## src/rtl/shift_add_mult_seq_if.sv

```systemverilog
// Operand/result bundle between the shift-add multiplier sequencer and its environment.
// slave = sequencer side, master = requester plus external 9-bit add/subtract stage.
interface shift_add_mult_seq_if;
    logic       Run;
    logic       ClearA_LoadB;
    logic [7:0] Din;
    logic [8:0] add_sum;
    logic [7:0] add_a;
    logic [7:0] add_b;
    logic       add_sub;
    logic [7:0] Aval;
    logic [7:0] Bval;
    logic       X;
    logic       Busy;
    logic       Done;

    modport slave (
        input  Run, ClearA_LoadB, Din, add_sum,
        output add_a, add_b, add_sub, Aval, Bval, X, Busy, Done
    );

    modport master (
        output Run, ClearA_LoadB, Din, add_sum,
        input  add_a, add_b, add_sub, Aval, Bval, X, Busy, Done
    );
endinterface

```

## src/rtl/shift_add_mult_seq.sv

```systemverilog
// Sequencer and X/A/B/S register file for an 8x8 signed shift-add multiplier.
// Optional build macro MULT_ZERO_SKIP_EN folds the shift into ADD when B[0]=0.
module shift_add_mult_seq #(
    parameter int WIDTH = 8
) (
    input  logic                 Clk,
    input  logic                 Reset_n,
    shift_add_mult_seq_if.slave  mult_if
);

    // The paired adder is a fixed 8+1 bit stage, so no other width can work.
    if (WIDTH != 8) begin : g_width_check
        $error("shift_add_mult_seq: only WIDTH=8 is supported");
    end

    typedef enum logic [1:0] {
        ST_IDLE  = 2'd0,
        ST_ADD   = 2'd1,
        ST_SHIFT = 2'd2,
        ST_DONE  = 2'd3
    } state_t;

    state_t           state_q, state_d;
    logic [WIDTH-1:0] a_q, a_d;
    logic [WIDTH-1:0] b_q, b_d;
    logic [WIDTH-1:0] s_q, s_d;
    logic             x_q, x_d;
    logic [2:0]       cnt_q, cnt_d;
    logic             busy_q, busy_d;
    logic             done_q, done_d;
    logic             sub_q, sub_d;
    logic [2*WIDTH-1:0] shifted_s;

    // Arithmetic right shift of X:A:B; X is replicated into A[7].
    function automatic logic [2*WIDTH-1:0] asr_xab(input logic x,
                                                   input logic [WIDTH-1:0] a,
                                                   input logic [WIDTH-1:0] b);
        return {x, a, b[WIDTH-1:1]};
    endfunction

    assign shifted_s = asr_xab(x_q, a_q, b_q);

    // State and datapath registers.
    always_ff @(posedge Clk or negedge Reset_n) begin
        if (!Reset_n) begin
            state_q <= ST_IDLE;
            a_q     <= {WIDTH{1'b0}};
            b_q     <= {WIDTH{1'b0}};
            s_q     <= {WIDTH{1'b0}};
            x_q     <= 1'b0;
            cnt_q   <= 3'd0;
            busy_q  <= 1'b0;
            done_q  <= 1'b0;
            sub_q   <= 1'b0;
        end else begin
            state_q <= state_d;
            a_q     <= a_d;
            b_q     <= b_d;
            s_q     <= s_d;
            x_q     <= x_d;
            cnt_q   <= cnt_d;
            busy_q  <= busy_d;
            done_q  <= done_d;
            sub_q   <= sub_d;
        end
    end

    // Next-state and datapath update for the IDLE/ADD/SHIFT/DONE sequence.
    always_comb begin
        state_d = state_q;
        a_d     = a_q;
        b_d     = b_q;
        s_d     = s_q;
        x_d     = x_q;
        cnt_d   = cnt_q;

        case (state_q)
            ST_IDLE: begin
                if (mult_if.ClearA_LoadB) begin
                    a_d = {WIDTH{1'b0}};
                    x_d = 1'b0;
                    b_d = mult_if.Din;
                end else if (mult_if.Run) begin
                    s_d     = mult_if.Din;
                    a_d     = {WIDTH{1'b0}};
                    x_d     = 1'b0;
                    cnt_d   = 3'd0;
                    state_d = ST_ADD;
                end else begin
                    state_d = ST_IDLE;
                end
            end
            ST_ADD: begin
                if (b_q[0]) begin
                    x_d     = mult_if.add_sum[WIDTH];
                    a_d     = mult_if.add_sum[WIDTH-1:0];
                    state_d = ST_SHIFT;
                end else begin
`ifdef MULT_ZERO_SKIP_EN
                    // Nothing to add: shift now and decide on the next iteration here.
                    a_d = shifted_s[2*WIDTH-1:WIDTH];
                    b_d = shifted_s[WIDTH-1:0];
                    if (cnt_q == 3'd7) begin
                        state_d = ST_DONE;
                    end else begin
                        cnt_d   = cnt_q + 3'd1;
                        state_d = ST_ADD;
                    end
`else
                    state_d = ST_SHIFT;
`endif
                end
            end
            ST_SHIFT: begin
                a_d = shifted_s[2*WIDTH-1:WIDTH];
                b_d = shifted_s[WIDTH-1:0];
                if (cnt_q == 3'd7) begin
                    state_d = ST_DONE;
                end else begin
                    cnt_d   = cnt_q + 3'd1;
                    state_d = ST_ADD;
                end
            end
            ST_DONE: begin
                if (!mult_if.Run) begin
                    state_d = ST_IDLE;
                end else begin
                    state_d = ST_DONE;
                end
            end
            default: begin
                state_d = ST_IDLE;
            end
        endcase
    end

    // Status and adder-control flags are registered from the next state.
    always_comb begin
        busy_d = (state_d == ST_ADD) || (state_d == ST_SHIFT);
        done_d = (state_d == ST_DONE);
        sub_d  = (state_d == ST_ADD) && (cnt_d == 3'd7);
    end

    assign mult_if.add_a   = a_q;
    assign mult_if.add_b   = s_q;
    assign mult_if.add_sub = sub_q;
    assign mult_if.Aval    = a_q;
    assign mult_if.Bval    = b_q;
    assign mult_if.X       = x_q;
    assign mult_if.Busy    = busy_q;
    assign mult_if.Done    = done_q;

endmodule

```

## src/flat_wrapper.sv

```systemverilog
// flat-port wrapper written by rule: the top's interface ports become plain ports
module shift_add_mult_seq_flat 
#(
    parameter int WIDTH = 8
)
  (Clk, Reset_n, mult_if_Run, mult_if_ClearA_LoadB, mult_if_Din, mult_if_add_sum, mult_if_add_a, mult_if_add_b, mult_if_add_sub, mult_if_Aval, mult_if_Bval, mult_if_X, mult_if_Busy, mult_if_Done);
  shift_add_mult_seq_if mult_if_i ();
  input  logic Clk;
  input  logic Reset_n;
  input wire logic [$bits(mult_if_i.Run)-1:0] mult_if_Run;
  input wire logic [$bits(mult_if_i.ClearA_LoadB)-1:0] mult_if_ClearA_LoadB;
  input wire logic [$bits(mult_if_i.Din)-1:0] mult_if_Din;
  input wire logic [$bits(mult_if_i.add_sum)-1:0] mult_if_add_sum;
  output wire logic [$bits(mult_if_i.add_a)-1:0] mult_if_add_a;
  output wire logic [$bits(mult_if_i.add_b)-1:0] mult_if_add_b;
  output wire logic [$bits(mult_if_i.add_sub)-1:0] mult_if_add_sub;
  output wire logic [$bits(mult_if_i.Aval)-1:0] mult_if_Aval;
  output wire logic [$bits(mult_if_i.Bval)-1:0] mult_if_Bval;
  output wire logic [$bits(mult_if_i.X)-1:0] mult_if_X;
  output wire logic [$bits(mult_if_i.Busy)-1:0] mult_if_Busy;
  output wire logic [$bits(mult_if_i.Done)-1:0] mult_if_Done;
  assign mult_if_i.Run = mult_if_Run;
  assign mult_if_i.ClearA_LoadB = mult_if_ClearA_LoadB;
  assign mult_if_i.Din = mult_if_Din;
  assign mult_if_i.add_sum = mult_if_add_sum;
  assign mult_if_add_a = mult_if_i.add_a;
  assign mult_if_add_b = mult_if_i.add_b;
  assign mult_if_add_sub = mult_if_i.add_sub;
  assign mult_if_Aval = mult_if_i.Aval;
  assign mult_if_Bval = mult_if_i.Bval;
  assign mult_if_X = mult_if_i.X;
  assign mult_if_Busy = mult_if_i.Busy;
  assign mult_if_Done = mult_if_i.Done;
  shift_add_mult_seq #(.WIDTH(WIDTH)) u_core (.Clk(Clk), .Reset_n(Reset_n), .mult_if(mult_if_i));
endmodule
```

## config.mk

```make
export PLATFORM = sky130hd
export DESIGN_NAME = shift_add_mult_seq_flat
export DESIGN_NICKNAME = d
export VERILOG_FILES = /design/src/rtl/shift_add_mult_seq_if.sv /design/src/rtl/shift_add_mult_seq.sv /design/src/flat_wrapper.sv
export SDC_FILE = /design/constraint.sdc
export NUM_CORES = 1
export LEC_CHECK = 0
export ABC_AREA = 1
export BUFFER_PORTS_ARGS = -buffer_cell sky130_fd_sc_hd__buf_2
export CAP_MARGIN = 15
export CORE_UTILIZATION = 40
export CTS_CLUSTER_SIZE = 25
export DETAILED_ROUTE_END_ITERATION = 12
export PLACE_DENSITY_LB_ADDON = 0.2
export SYNTH_ARGS = -nofsm -noshare
export SYNTH_HDL_FRONTEND = slang
export SYNTH_SLANG_ARGS = --single-unit
```

## constraint.sdc

```tcl
create_clock -name Clk -period 2 [get_ports Clk]
set_clock_uncertainty 0.1 [all_clocks]
set_input_delay 0.1 -clock Clk [delete_from_list [all_inputs] [get_ports Clk]]
set_output_delay 0.1 -clock Clk [all_outputs]
set_load 0.05 [all_outputs]
```

==> results.txt <==
TritonCTS built the clock tree. Once placement finished, the instance area stood at 0.00197 mm2. During synthesis, Yosys emitted a total of 0 warnings. Aggregate global-route resource usage: 17.3%. Walking the worst path, the cells encountered are inv_1, ha_2, nand2_2, o21ai_0, a21oi_2, ha_1, a21boi_0, nand2_1, nor2_1. The endpoint of the worst hold path was u_core.mult_if.add_b[0]$_DFFE_PN0P_.

Entering global routing, the biggest net connects 34 pins. At the pin with the least slew margin, the transition time is 740 ps. Critical path capture point type: a flop. For the number of slew-limit violations in the final report, the log shows 0.

The tools report the number of top-level design ports as 57. In this run the cell area of the synthesized design comes to 0.00170 mm2. For the finished layout, the period the worst path requires is 1810 ps. The worst setup path startpoint is u_core.state_q[1]$_DFF_PN0_. The first global-routing pass estimated 5.68 mm of wire.

The first detailed-routing pass took 4 iterations. The arrival time at the worst endpoint is 1880 ps. After detailed routing, the average wire length per cell comes to 12.4 um.

For the reg2reg setup slack, the log shows 190 ps. The worst register-to-register path begins at u_core.state_q[1]$_DFF_PN0_. Maximum count of clock buffers along a single path: 2.

In this run the mean area of a mapped cell was 9.49 um2. The finished cells cover 0.00215 mm2. The die is 67.2 um tall.

The tools report the final-report setup violation count as 0. The tool flagged a number of max-cap violations equal to 0. The relative area change from synthesis to final layout is 26.7%. The H-tree was split into 2 levels. The count of state elements after synthesis was 33. The tools report the origin of the worst min-delay path as mult_if_Din[0]. From left edge to right edge, the die measures 67.2 um. STA puts the critical path data required time at 2060 ps. The delay of the slowest cell on the worst path came out at 410 ps. The capture point of the worst reg-to-reg path is u_core.mult_if.add_sub$_DFF_PN0_.

For the worst-skew pair, the clock arrives at the later sink with an insertion delay of 280 ps. In this run the tool buffered the top-level ports with 56 buffer cells. Kind of critical path: reg2reg. After global routing the overflow that remains totals 0. Number of distinct library cells after synthesis: 24. Clock tree root buffer cell: sky130_fd_sc_hd__clkbuf_8.

The floorplan step defined a die boundary enclosing 0.00451 mm2. The tools report the routability congestion estimate as 0.786. Number of stages on the worst hold path: 3. The residual antenna-violating net count after detailed routing was 0; the initial detailed-routing violation count was 93.

The final hold violation count is 0. The min-delay analysis places its worst path in the category in2reg. For this run, the top clock speed supported by timing is 551 MHz. Critical-path cell with the highest stage delay: sky130_fd_sc_hd__dfrtp_1. The number of antenna violations at the first check in global routing is 0, and the share of post-route cells with drive strength above 1 is 34.4%. Routed via count divided by cell count: 4.89.

The area of the core region is 0.00403 mm2, and the CTS clock-pin slew for the worst setup and hold paths is 60 ps. The post-route DRC violation count came out at 0. The worst setup path is launched from a flop. The cell count after synthesis is 179, and the final-layout fill cell count is 388.

For the final routed database, the setup TNS stands at 0 ps. The initial utilization of the core area, before any placement, comes to 42.2%. Summed over all nets, the half-perimeter wirelength after detailed placement is 2.52 mm. The detailed router placed 1422 vias in this run. Total nets after synthesis: 208.

Summing the sequential cell areas from Yosys gives 48.6% of the chip area. In the finished design, the share of the clock period the worst path needs comes to 90.7%. The number of antenna diodes in the final layout is 0. The final layout contains 270 nets. The maximum net fanout on the critical path works out to 7. The number of core rows was 23. Post-CTS timing repair inserted 0 buffers for setup. The logs give 3.60 mm for the final wirelength and 1234 for the number of global-route vias before repair. The number of cells on the worst reg-to-reg path is 9.

Setup repair after global routing left no endpoint under its margin. The run finished with clean final reports. The worst pin sits at a relative slew slack of 50.6%. CTS saw 33 sinks. Total CTS buffers: 5.
==> through the flow <==
step	setup slack (ps)	cells	hold slack (ps)	utilization, %
finish	186	291	23.2	53.4
global placement	131	275	102	48.9
floorplan	200	179	-296	-
detailed placement	59.2	275	111	48.9
global route	34.2	291	47.7	53.4
CTS	45.1	291	23.5	53.3
==> what timing repair did <==
item / 4_1_cts / 5_1_grt
endpoints found under the hold margin: 48 / 0
setup endpoints to repair: 0 / 1
hold buffers: 9 / 0
resized for setup: 0 / 3
==> synthesized netlist by cell type <==
cell type	n	area share, %
sky130_fd_sc_hd__nand2_1	47	10
sky130_fd_sc_hd__nand3b_1	1	0.44
sky130_fd_sc_hd__nor2_4	1	0.66
sky130_fd_sc_hd__a21oi_1	2	0.59
sky130_fd_sc_hd__a31oi_1	7	2.6
sky130_fd_sc_hd__a21boi_0	1	0.44
sky130_fd_sc_hd__a22o_1	8	4.1
sky130_fd_sc_hd__buf_4	9	4.0
sky130_fd_sc_hd__inv_2	2	0.44
sky130_fd_sc_hd__ha_1	8	5.9
sky130_fd_sc_hd__mux2_4	7	6.2
sky130_fd_sc_hd__o21ai_1	2	0.59
sky130_fd_sc_hd__nand3_2	1	0.59
sky130_fd_sc_hd__nand2_4	1	0.66
sky130_fd_sc_hd__inv_1	11	2.4
sky130_fd_sc_hd__buf_6	2	1.3
sky130_fd_sc_hd__o21ai_0	6	1.8
sky130_fd_sc_hd__buf_1	1	0.22
sky130_fd_sc_hd__nor2_1	12	2.7
sky130_fd_sc_hd__nand3_1	12	3.5
sky130_fd_sc_hd__dfrtp_1	33	49
sky130_fd_sc_hd__o211ai_2	1	0.74
sky130_fd_sc_hd__clkbuf_1	2	0.44
sky130_fd_sc_hd__nand2_2	2	0.74
==> logic make-up after synthesis <==
family / share of synthesized area (%)
AOI/OAI and AO/OA: 10.8
adders and majority gates: 5.89
buffers and inverters: 8.84
DFF: 48.6
muxes: 6.19
and+or+nand+nor: 19.7
==> worst max-delay path: cells and delay by family (launching register included) <==
family          cells  cell delay [ps]
compound gates      3              400
fa+ha+maj           2              450
buf+inv             1              110
flops               1              410
simple gates        3              230
==> sequential cells by signal, indices dropped and copies added (netlist names) <==
| signal | count |
|---|---|
| u_core.mult_if.Aval | 8 |
| u_core.cnt_q | 3 |
| u_core.mult_if.add_sub | 1 |
| u_core.mult_if.Busy | 1 |
| u_core.mult_if.X | 1 |
| u_core.mult_if.Bval | 8 |
| u_core.mult_if.add_b | 8 |
| u_core.state_q | 2 |
| u_core.mult_if.Done | 1 |
==> cell usage in the layout, fill, tap and decap left out <==
cell type | netlist | routed
sky130_fd_sc_hd__clkbuf_8 | 0 | 6
sky130_fd_sc_hd__dfrtp_1 | 33 | 33
sky130_fd_sc_hd__a22o_1 | 8 | 8
sky130_fd_sc_hd__o21ai_0 | 6 | 5
sky130_fd_sc_hd__nand2_2 | 2 | 2
sky130_fd_sc_hd__a31oi_1 | 7 | 7
sky130_fd_sc_hd__clkbuf_1 | 2 | 1
sky130_fd_sc_hd__dlygate4sd3_1 | 0 | 9
sky130_fd_sc_hd__nand2_1 | 47 | 47
sky130_fd_sc_hd__a21oi_2 | 0 | 1
sky130_fd_sc_hd__nor2_4 | 1 | 1
sky130_fd_sc_hd__a21oi_1 | 2 | 1
sky130_fd_sc_hd__nand2_4 | 1 | 1
sky130_fd_sc_hd__buf_2 | 0 | 56
sky130_fd_sc_hd__o211ai_2 | 1 | 1
sky130_fd_sc_hd__mux2_4 | 7 | 7
sky130_fd_sc_hd__inv_2 | 2 | 2
sky130_fd_sc_hd__buf_4 | 9 | 4
sky130_fd_sc_hd__nor2_1 | 12 | 12
sky130_fd_sc_hd__nand3_1 | 12 | 12
sky130_fd_sc_hd__ha_2 | 0 | 1
sky130_fd_sc_hd__inv_1 | 11 | 11
sky130_fd_sc_hd__a21boi_0 | 1 | 1
sky130_fd_sc_hd__o21ai_1 | 2 | 3
sky130_fd_sc_hd__nand3b_1 | 1 | 1
sky130_fd_sc_hd__ha_1 | 8 | 7
sky130_fd_sc_hd__nand3_2 | 1 | 1
==> how the worst max path moves through the flow <==
stage,endpoint
after global placement,u_core.mult_if.add_sub$_DFF_PN0_
after floorplan,u_core.mult_if.add_sub$_DFF_PN0_
final,u_core.mult_if.add_sub$_DFF_PN0_
after global routing,u_core.mult_if.add_sub$_DFF_PN0_
after CTS,u_core.mult_if.add_sub$_DFF_PN0_
after detailed placement,u_core.mult_if.add_sub$_DFF_PN0_
==> area by class of cell <==
cell class                      count  area, um2  area share, %
Timing Repair Buffer               69        400           18.6
Clock buffer                        7       86.3           4.01
Tap cell                           50       62.6           2.91
Sequential cell                    33        826           38.3
Multi-Input combinational cell    119        729           33.9
Inverter                           13       48.8           2.27
==> layer usage <==
metal / vias to the layer above / part of all wire [%] / global-route usage (%) / routed length (um)
li1: 706 / - / - / -
met1: 675 / 49 / 24.1 / 1760
met2: 37 / 45 / 24.8 / 1630
met3: 4 / 4.9 / 5.57 / 177
met4: 0 / 1.0 / 6.38 / 36
met5: - / 0 / 0 / 0
Power is left out: the tool's default activity adds up to more than one toggle a clock period on the data nets, which glitch-free logic cannot reach.
